## src/rtl/mem_stage_if.sv

```systemverilog
// Data-bus bundle between the memory stage (master) and the data memory (slave).
// One req/ack transaction per access. Write data and byte enables are big-endian lanes.
interface mem_stage_if;
  logic        bus_req;
  logic        bus_we;
  logic [31:0] bus_addr;
  logic [3:0]  bus_sel;
  logic [31:0] bus_wdata;
  logic [31:0] bus_rdata;
  logic        bus_ack;

  modport master (
    output bus_req, bus_we, bus_addr, bus_sel, bus_wdata,
    input  bus_rdata, bus_ack
  );

  modport slave (
    input  bus_req, bus_we, bus_addr, bus_sel, bus_wdata,
    output bus_rdata, bus_ack
  );
endinterface

```

## src/rtl/mem_stage.sv

```systemverilog
// Memory-access pipeline stage: passes ALU results through and runs a req/ack bus cycle for loads and stores.
// Optional feature macro MEM_ALIGN_EXC_EN: misaligned accesses raise mem_adel/mem_ades instead of using the bus.
module mem_stage (
  input  logic        clk,
  input  logic        rst,
  input  logic [4:0]  ex_waddr,
  input  logic        ex_we,
  input  logic [31:0] ex_wdata,
  input  logic        ex_whilo,
  input  logic [31:0] ex_hi,
  input  logic [31:0] ex_lo,
  input  logic [7:0]  ex_aluop,
  input  logic [31:0] ex_mem_addr,
  input  logic [31:0] ex_reg2,
  output logic [4:0]  mem_waddr,
  output logic        mem_we,
  output logic [31:0] mem_wdata,
  output logic        mem_whilo,
  output logic [31:0] mem_hi,
  output logic [31:0] mem_lo,
  output logic        stallreq,
  output logic        mem_adel,
  output logic        mem_ades,
  mem_stage_if.master bus
);

  localparam logic [7:0] EXE_LB_OP  = 8'b1110_0000;
  localparam logic [7:0] EXE_LH_OP  = 8'b1110_0001;
  localparam logic [7:0] EXE_LW_OP  = 8'b1110_0011;
  localparam logic [7:0] EXE_LBU_OP = 8'b1110_0100;
  localparam logic [7:0] EXE_LHU_OP = 8'b1110_0101;
  localparam logic [7:0] EXE_SB_OP  = 8'b1110_1000;
  localparam logic [7:0] EXE_SH_OP  = 8'b1110_1001;
  localparam logic [7:0] EXE_SW_OP  = 8'b1110_1011;

  typedef enum logic [1:0] {IDLE, BUSY, DONE} state_t;

  state_t      state_q, state_d;
  logic        req_q, req_d;
  logic        we_q, we_d;
  logic [31:0] addr_q, addr_d;
  logic [3:0]  sel_q, sel_d;
  logic [31:0] wdata_q, wdata_d;
  logic [31:0] rdata_q, rdata_d;

  logic        is_load, is_store, acc_byte, acc_half, acc_word, ld_signed;
  logic        align_err, mem_go;
  logic [3:0]  sel_calc;
  logic [31:0] st_data;
  logic [7:0]  lane_byte;
  logic [15:0] lane_half;
  logic [31:0] load_result;

  always_comb begin
    is_load   = 1'b0;
    is_store  = 1'b0;
    acc_byte  = 1'b0;
    acc_half  = 1'b0;
    acc_word  = 1'b0;
    ld_signed = 1'b0;
    case (ex_aluop)
      EXE_LB_OP:  begin is_load  = 1'b1; acc_byte = 1'b1; ld_signed = 1'b1; end
      EXE_LBU_OP: begin is_load  = 1'b1; acc_byte = 1'b1; end
      EXE_LH_OP:  begin is_load  = 1'b1; acc_half = 1'b1; ld_signed = 1'b1; end
      EXE_LHU_OP: begin is_load  = 1'b1; acc_half = 1'b1; end
      EXE_LW_OP:  begin is_load  = 1'b1; acc_word = 1'b1; end
      EXE_SB_OP:  begin is_store = 1'b1; acc_byte = 1'b1; end
      EXE_SH_OP:  begin is_store = 1'b1; acc_half = 1'b1; end
      EXE_SW_OP:  begin is_store = 1'b1; acc_word = 1'b1; end
      default:    ;
    endcase
  end

`ifdef MEM_ALIGN_EXC_EN
  assign align_err = (acc_half && ex_mem_addr[0]) ||
                     (acc_word && (ex_mem_addr[1:0] != 2'b00));
  assign mem_adel  = is_load  && align_err;
  assign mem_ades  = is_store && align_err;
`else
  assign align_err = 1'b0;
  assign mem_adel  = 1'b0;
  assign mem_ades  = 1'b0;
`endif

  assign mem_go = (is_load || is_store) && !align_err;

  // Big-endian lanes: address 0 of a word is the most significant byte.
  always_comb begin
    sel_calc = 4'b1111;
    st_data  = ex_reg2;
    if (acc_byte) begin
      st_data = {4{ex_reg2[7:0]}};
      case (ex_mem_addr[1:0])
        2'b00:   sel_calc = 4'b1000;
        2'b01:   sel_calc = 4'b0100;
        2'b10:   sel_calc = 4'b0010;
        default: sel_calc = 4'b0001;
      endcase
    end else if (acc_half) begin
      st_data  = {2{ex_reg2[15:0]}};
      sel_calc = ex_mem_addr[1] ? 4'b0011 : 4'b1100;
    end
  end

  always_comb begin
    state_d = state_q;
    req_d   = req_q;
    we_d    = we_q;
    addr_d  = addr_q;
    sel_d   = sel_q;
    wdata_d = wdata_q;
    rdata_d = rdata_q;
    case (state_q)
      IDLE: begin
        if (mem_go) begin
          req_d   = 1'b1;
          we_d    = is_store;
          addr_d  = {ex_mem_addr[31:2], 2'b00};
          sel_d   = sel_calc;
          wdata_d = st_data;
          state_d = BUSY;
        end
      end
      BUSY: begin
        if (bus.bus_ack) begin
          req_d = 1'b0;
          if (!we_q) begin
            rdata_d = bus.bus_rdata;
          end
          state_d = DONE;
        end
      end
      DONE:    state_d = IDLE;
      default: state_d = IDLE;
    endcase
  end

  always_ff @(posedge clk or negedge rst) begin
    if (!rst) begin
      state_q <= IDLE;
      req_q   <= 1'b0;
      we_q    <= 1'b0;
      addr_q  <= 32'h0;
      sel_q   <= 4'h0;
      wdata_q <= 32'h0;
      rdata_q <= 32'h0;
    end else begin
      state_q <= state_d;
      req_q   <= req_d;
      we_q    <= we_d;
      addr_q  <= addr_d;
      sel_q   <= sel_d;
      wdata_q <= wdata_d;
      rdata_q <= rdata_d;
    end
  end

  assign bus.bus_req   = req_q;
  assign bus.bus_we    = we_q;
  assign bus.bus_addr  = addr_q;
  assign bus.bus_sel   = sel_q;
  assign bus.bus_wdata = wdata_q;

  // Reset also clears the stall so an abandoned access releases the pipeline at once.
  assign stallreq = rst && mem_go && (state_q != DONE);

  always_comb begin
    case (ex_mem_addr[1:0])
      2'b00:   lane_byte = rdata_q[31:24];
      2'b01:   lane_byte = rdata_q[23:16];
      2'b10:   lane_byte = rdata_q[15:8];
      default: lane_byte = rdata_q[7:0];
    endcase
    lane_half = ex_mem_addr[1] ? rdata_q[15:0] : rdata_q[31:16];
    if (acc_byte) begin
      load_result = {{24{ld_signed && lane_byte[7]}}, lane_byte};
    end else if (acc_half) begin
      load_result = {{16{ld_signed && lane_half[15]}}, lane_half};
    end else begin
      load_result = rdata_q;
    end
  end

  always_comb begin
    mem_waddr = ex_waddr;
    mem_we    = ex_we;
    mem_wdata = ex_wdata;
    mem_whilo = ex_whilo;
    mem_hi    = ex_hi;
    mem_lo    = ex_lo;
    if ((state_q == DONE) && is_load) begin
      mem_wdata = load_result;
    end
    if (stallreq) begin
      mem_we    = 1'b0;
      mem_whilo = 1'b0;
    end
    if (align_err) begin
      mem_we = 1'b0;
    end
  end

endmodule
```

## src/flat_wrapper.sv

```systemverilog
// flat-port wrapper written by rule: the top's interface ports become plain ports
module mem_stage_flat 
  (clk, rst, ex_waddr, ex_we, ex_wdata, ex_whilo, ex_hi, ex_lo, ex_aluop, ex_mem_addr, ex_reg2, mem_waddr, mem_we, mem_wdata, mem_whilo, mem_hi, mem_lo, stallreq, mem_adel, mem_ades, bus_bus_req, bus_bus_we, bus_bus_addr, bus_bus_sel, bus_bus_wdata, bus_bus_rdata, bus_bus_ack);
  mem_stage_if bus_i ();
  input  logic clk;
  input  logic rst;
  input  logic [4:0] ex_waddr;
  input  logic ex_we;
  input  logic [31:0] ex_wdata;
  input  logic ex_whilo;
  input  logic [31:0] ex_hi;
  input  logic [31:0] ex_lo;
  input  logic [7:0] ex_aluop;
  input  logic [31:0] ex_mem_addr;
  input  logic [31:0] ex_reg2;
  output logic [4:0] mem_waddr;
  output logic mem_we;
  output logic [31:0] mem_wdata;
  output logic mem_whilo;
  output logic [31:0] mem_hi;
  output logic [31:0] mem_lo;
  output logic stallreq;
  output logic mem_adel;
  output logic mem_ades;
  output wire logic [$bits(bus_i.bus_req)-1:0] bus_bus_req;
  output wire logic [$bits(bus_i.bus_we)-1:0] bus_bus_we;
  output wire logic [$bits(bus_i.bus_addr)-1:0] bus_bus_addr;
  output wire logic [$bits(bus_i.bus_sel)-1:0] bus_bus_sel;
  output wire logic [$bits(bus_i.bus_wdata)-1:0] bus_bus_wdata;
  input wire logic [$bits(bus_i.bus_rdata)-1:0] bus_bus_rdata;
  input wire logic [$bits(bus_i.bus_ack)-1:0] bus_bus_ack;
  assign bus_bus_req = bus_i.bus_req;
  assign bus_bus_we = bus_i.bus_we;
  assign bus_bus_addr = bus_i.bus_addr;
  assign bus_bus_sel = bus_i.bus_sel;
  assign bus_bus_wdata = bus_i.bus_wdata;
  assign bus_i.bus_rdata = bus_bus_rdata;
  assign bus_i.bus_ack = bus_bus_ack;
  mem_stage u_core (.clk(clk), .rst(rst), .ex_waddr(ex_waddr), .ex_we(ex_we), .ex_wdata(ex_wdata), .ex_whilo(ex_whilo), .ex_hi(ex_hi), .ex_lo(ex_lo), .ex_aluop(ex_aluop), .ex_mem_addr(ex_mem_addr), .ex_reg2(ex_reg2), .mem_waddr(mem_waddr), .mem_we(mem_we), .mem_wdata(mem_wdata), .mem_whilo(mem_whilo), .mem_hi(mem_hi), .mem_lo(mem_lo), .stallreq(stallreq), .mem_adel(mem_adel), .mem_ades(mem_ades), .bus(bus_i));
endmodule
```

## config.mk

```make
export PLATFORM = sky130hd
export DESIGN_NAME = mem_stage_flat
export DESIGN_NICKNAME = d
export VERILOG_FILES = /design/src/rtl/mem_stage_if.sv /design/src/rtl/mem_stage.sv /design/src/flat_wrapper.sv
export SDC_FILE = /design/constraint.sdc
export NUM_CORES = 1
export LEC_CHECK = 0
export BUFFER_PORTS_ARGS = -buffer_cell sky130_fd_sc_hd__buf_4
export CORE_AREA = 3 3 150 152
export CTS_CLUSTER_DIAMETER = 80
export CTS_CLUSTER_SIZE = 30
export DETAILED_ROUTE_END_ITERATION = 8
export DIE_AREA = 0 0 153 155
export PLACE_DENSITY_LB_ADDON = 0.05
export REMOVE_ABC_BUFFERS = 1
export SYNTH_ARGS = -nofsm -noshare
export SYNTH_HDL_FRONTEND = slang
export SYNTH_SLANG_ARGS = --single-unit
```

## constraint.sdc

```tcl
create_clock -name clk -period 1.8 [get_ports clk]
set_input_delay 0.09 -clock clk [delete_from_list [all_inputs] [get_ports clk]]
set_output_delay 0.09 -clock clk [all_outputs]
set_load 0.005 [all_outputs]
```

# After elaboration in Yosys (flattened, before gate mapping)
# Index checks and enable logic that the tools add are counted.
# W data, S select, Z words.
# word_totals
output_inout_bits	176
wordCells	65
reg_bits	102
inputBits	210
# op_classes
n_reduce_logical	18
n_mux	24
eq_ne	15
n_bitwise	1
# op_table
op	n
$mux W32	5
$eq A8 B8 Y1 const B	8
$pmux W8 S3	1
$mux W16	1
$mux W4	3
$pmux W4 S3	1
$mux W1	9
$reduce_or A3 Y1	3
$reduce_and A3 Y1	2
$logic_and A1 B1 Y1	5
$reduce_or A5 Y1	1
$eq A2 B1 Y1 const B	2
$eq A2 B2 Y1 const B	2
$logic_not A2 Y1	2
$mux W2	2
$ne A2 B2 Y1 const B	2
$pmux W2 S2	1
$reduce_and A2 Y1	2
$ne A2 B1 Y1 const B	1
$pmux W1 S2	1
$reduce_bool A2 Y1	1
$reduce_or A2 Y1	1
$logic_or A1 B1 Y1	1
$not A1 Y1	1

# Longest topological paths before layout
# depth
depth_word	7
depth_mapped	7
ltp_nobuf	4

# Worst setup path before layout
# Ideal clock, no wire load.
# synth_path
path_kind	register to output
start	register u_core.state_q[0]
end	output port mem_wdata[2]
stages_incl_launch_ff	6
path_slack_ns	0.277
required_ns	1.710
arrival_ns	1.433
cell_sequence	dfrtp_1 nand2b_1 a2111oi_4 buf_4 o221ai_1 o21ai_1
# synth_via
elab_chain_len	3
# synth_rtl
item	line_no	text
start, declared	mem_stage.sv:38	state_t state_q, state_d;
start signal, assigned	mem_stage.sv:148	state_q <= state_d;
$eq A2 B2 Y1	mem_stage.sv:191	if ((state_q == DONE) && is_load) begin
$logic_and A1 B1 Y1	mem_stage.sv:191	
$mux W32	mem_stage.sv:191	
end, declared	flat_wrapper.sv:18	output logic [31:0] mem_wdata;
# Every way passes these cells.

# Worst setup path after layout
# layout_path
start	register u_core.state_q[0]
end	output port mem_wdata[13]
# The elaborated chain is that of the path after synthesis.

==> metrics <==
Core Region=21200 µm²; fin cells=~1200; clock net sink count=102; number of remaining DRC errors=0; Unique masters post-synth=43; worst r2r path cells=7; Port Buffer Count=243; fillers=2094; Max-cap violations=0; maximum net fanout on the critical path=17; nets@finish=around 1200; warning count from the yosys run=0; maximum level of the CTS H-tree=3; critical path, cell by cell=nand2b_4 -> a2111o_2 -> buf_12 -> a21oi_2 -> a31oi_1 -> buf_4; area growth from synthesis to final layout=55.1%; antenna-violating nets left=0; final-layout setup total negative slack=-7.45 ns; initial antenna violation count=0; period utilization=117%; CTS tree=done; max frequency=roughly 470 MHz; commonest cells in the netlist=sky130_fd_sc_hd__nand2_1, sky130_fd_sc_hd__dfrtp_1, sky130_fd_sc_hd__buf_4; stage delay of the slowest cell on the critical path=about 0.53 ns; number of enable-type register cells in the synthesized netlist=0; final max-slew violation count=0; gate count of the mapped netlist=roughly 690; FF+latch count, synth=a little over 100; number of buffers added by the clock tree synthesis step=9; CP startpoint kind=register; maximum VDD drop=around 0.00052 V; final setup fails=32; dominant cells by area after synthesis=sky130_fd_sc_hd__dfrtp_1, sky130_fd_sc_hd__nand2_1, sky130_fd_sc_hd__buf_4, sky130_fd_sc_hd__mux2_2, sky130_fd_sc_hd__a21oi_1; die height=approximately 160 µm; clock slew at the register clock pins of the worst setup and hold paths=~0.08 ns; final estimated routing congestion in global placement=between 0.7 and 0.8; cell with the biggest individual delay on the critical path=sky130_fd_sc_hd__a2111o_2; footprint of the multi-input gates=between 2000 and 3000 µm²; detailed router's first-iteration violation count=approximately 250; actual transition at the worst max-transition pin=between 0.6 and 0.7 ns; Crit path required time=around 1.7 ns; primary flip-flop cell chosen by synthesis mapping=sky130_fd_sc_hd__dfrtp_1; worst-case clock skew=roughly 0.0085 ns; Die ar.=between 20000 and 25000 µm²; RSZ-0062 raised after global routing=yes; drt first pass iters=6; destination of the critical timing path=mem_wdata[13]; flop-to-flop setup slack=roughly 0.07 ns; overall routing resource usage=about 22%; cell taking the most area after synthesis=sky130_fd_sc_hd__dfrtp_1; Final Worst Setup Slack=-0.307 ns; synthesized cell area=a little under 6000 µm²; most instantiated library cell after synthesis=sky130_fd_sc_hd__nand2_1; final worst path period need=between 2 and 2.5 ns; area used by sequential logic in the layout=roughly 2600 µm²; Final Total Pwr=between 8 and 9 mW; average wire per standard cell=around 22 µm; Crit. End Element=output port; initial core utilization=28.2%; critical path start-end classification=reg2out; share of synthesized registers carrying an async set or reset=100%; insertion delay of the later-clocked pin in the worst-skew pair=0.35 ns; sequential share of the synthesized area=42.8%; wire length of the first global-routing pass=around 39 mm; standard-cell row count=53; relative max-transition margin=between 50% and 60%; leakage component of the power=about 4.4 nW; count of antenna diodes in the layout=0; top cell type's share of synthesized area=a little over two fifths; arrival time of data at the critical path endpoint=2.02 ns; worst flop-to-flop path startpoint=u_core.state_q[0]$_DFFE_PN0P_; Post-Syn Area per Cell=8.60 µm²; count of pins on the block boundary=386; final HPWL from detailed placement=20.4 mm; largest net degree at the start of global routing=roughly 100; power density normalized to cell area=slightly below 900 nW/µm²; number of placed instances, taps included=1132; Worst Setup SP=u_core.state_q[0]$_DFFE_PN0P_; share of final-layout standard cells stronger than drive strength 1=39.6%; total via count after detailed routing=between 5000 and 6000; via count of the first global-routing pass=around 5900; maximum clock insertion buffer count=2; Vias per Instance=4.77; number of endpoints with negative hold slack in the final report=0; GRT overflow=0; Routed Wire Length=27.4 mm; tightest hold margin=between 0.02 and 0.025 ns; outcome=complete, but fails checks; failing checks=negative setup slack; endpoint of the most critical register-to-register path=u_core.bus.bus_wdata[15]$_DFFE_PN0P_; class of the worst hold path=in2reg; width of the die=between 150 and 200 µm; CTS Root Cell=sky130_fd_sc_hd__clkbuf_16
## worst min-delay path by stage
stage,startpoint,cells past startpoint,end,slack (ns)
finish,ex_reg2[9],3,u_core.bus.bus_wdata[9]$_DFFE_PN0P_,0.02
detailed placement,ex_lo[15],0,mem_lo[15],0.18
CTS,ex_reg2[12],3,u_core.bus.bus_wdata[12]$_DFFE_PN0P_,0.0001
global placement,ex_lo[15],0,mem_lo[15],0.18
floorplan,rst,0,u_core.bus.bus_addr[10]$_DFFE_PN0P_,-0.21
global route,ex_reg2[9],3,u_core.bus.bus_wdata[9]$_DFFE_PN0P_,0.002
## timing repair
| action | in CTS | in global routing |
|---|---|---|
| gates cloned | 2 | 0 |
| pin swaps | 7 | 3 |
| hold buffers | 80 | 0 |
| endpoints found under the setup margin | 32 | 32 |
| hold endpoints to repair | 181 | 0 |
| resized for setup | 19 | 24 |
| buffers inserted | 12 | 3 |
## final cells by class
type                    count  share of cell area (%)
inverters                  12                   0.487
clock buffers              12                    2.67
multi-input cells         461                    29.9
repair buffers            379                    34.8
flip-flops and latches    102                    27.6
well taps                 275                    3.72
clock inverters             4                   0.839
## logic make-up (layout without fill, tap and decap cells)
logic type             after synthesis  in the layout  synth area share, %
DFF                                102            102                 42.8
buffers and inverters              133            407                 13.9
other                                1              4               0.0629
AOI/OAI and AO/OA                  138            138                 14.6
and+or+nand+nor                    279            279                 19.6
muxes                               40             40                 8.90
## worst max-delay path: cells and delay by family (launching register included)
kind                   cells  cell delay [ns]
AO/OA/AOI/OAI              3             0.76
buffers and inverters      2             0.37
AND/OR/NAND/NOR            1             0.16
flip-flops                 1             0.38
## power breakdown
group	total, mW	switching [mW]	internal, mW
Clock	2.16	0.897	1.27
Combinational	2.40	0.968	1.43
Sequential	3.44	0.512	2.93
Total	8.01	2.38	5.63
## registers in the layout, indices dropped and copies added, names as in the netlist
| name | count |
|---|---|
| u_core.bus.bus_addr | 30 |
| u_core.bus.bus_req | 1 |
| u_core.bus.bus_sel | 4 |
| u_core.bus.bus_wdata | 32 |
| u_core.bus.bus_we | 1 |
| u_core.rdata_q | 32 |
| u_core.state_q | 2 |
## routing by layer
layer / track usage [%] / vias to the layer above / routed length (µm)
li1: - / 2812 / -
met2: 31.5 / 336 / 11300
met5: 6.42 / - / 190
met4: 3.48 / 4 / 219
met1: 28.1 / 2764 / 11700
met3: 14.8 / 19 / 3950
## placed cells by master (no fill, tap or decap), types with 9 or more instances in the layout
cell type,netlist,layout
sky130_fd_sc_hd__inv_1,12,12
sky130_fd_sc_hd__dlygate4sd3_1,0,80
sky130_fd_sc_hd__mux2_2,24,24
sky130_fd_sc_hd__nor2_1,46,44
sky130_fd_sc_hd__nor2b_1,10,10
sky130_fd_sc_hd__a31oi_1,27,26
sky130_fd_sc_hd__dfrtp_1,102,102
sky130_fd_sc_hd__o21ai_0,23,21
sky130_fd_sc_hd__o41ai_1,9,9
sky130_fd_sc_hd__nand2_1,193,192
sky130_fd_sc_hd__buf_6,3,9
sky130_fd_sc_hd__a21oi_1,51,36
sky130_fd_sc_hd__buf_4,74,281
sky130_fd_sc_hd__a21oi_2,0,13
sky130_fd_sc_hd__clkbuf_16,0,9
## per-stage QoR
| stage | util (%) | setup WS (ns) | cell area, µm² |
|---|---|---|---|
| CTS | 43.1 | -0.327 | 9130 |
| detailed placement | 36.6 | -0.0684 | 7750 |
| floorplan | - | -0.994 | 5180 |
| global route | 43.7 | -0.399 | 9240 |
| global placement | 36.6 | -0.00468 | 7750 |
| finish | 43.7 | -0.307 | 9240 |
Power figures use the tool's default switching activity.
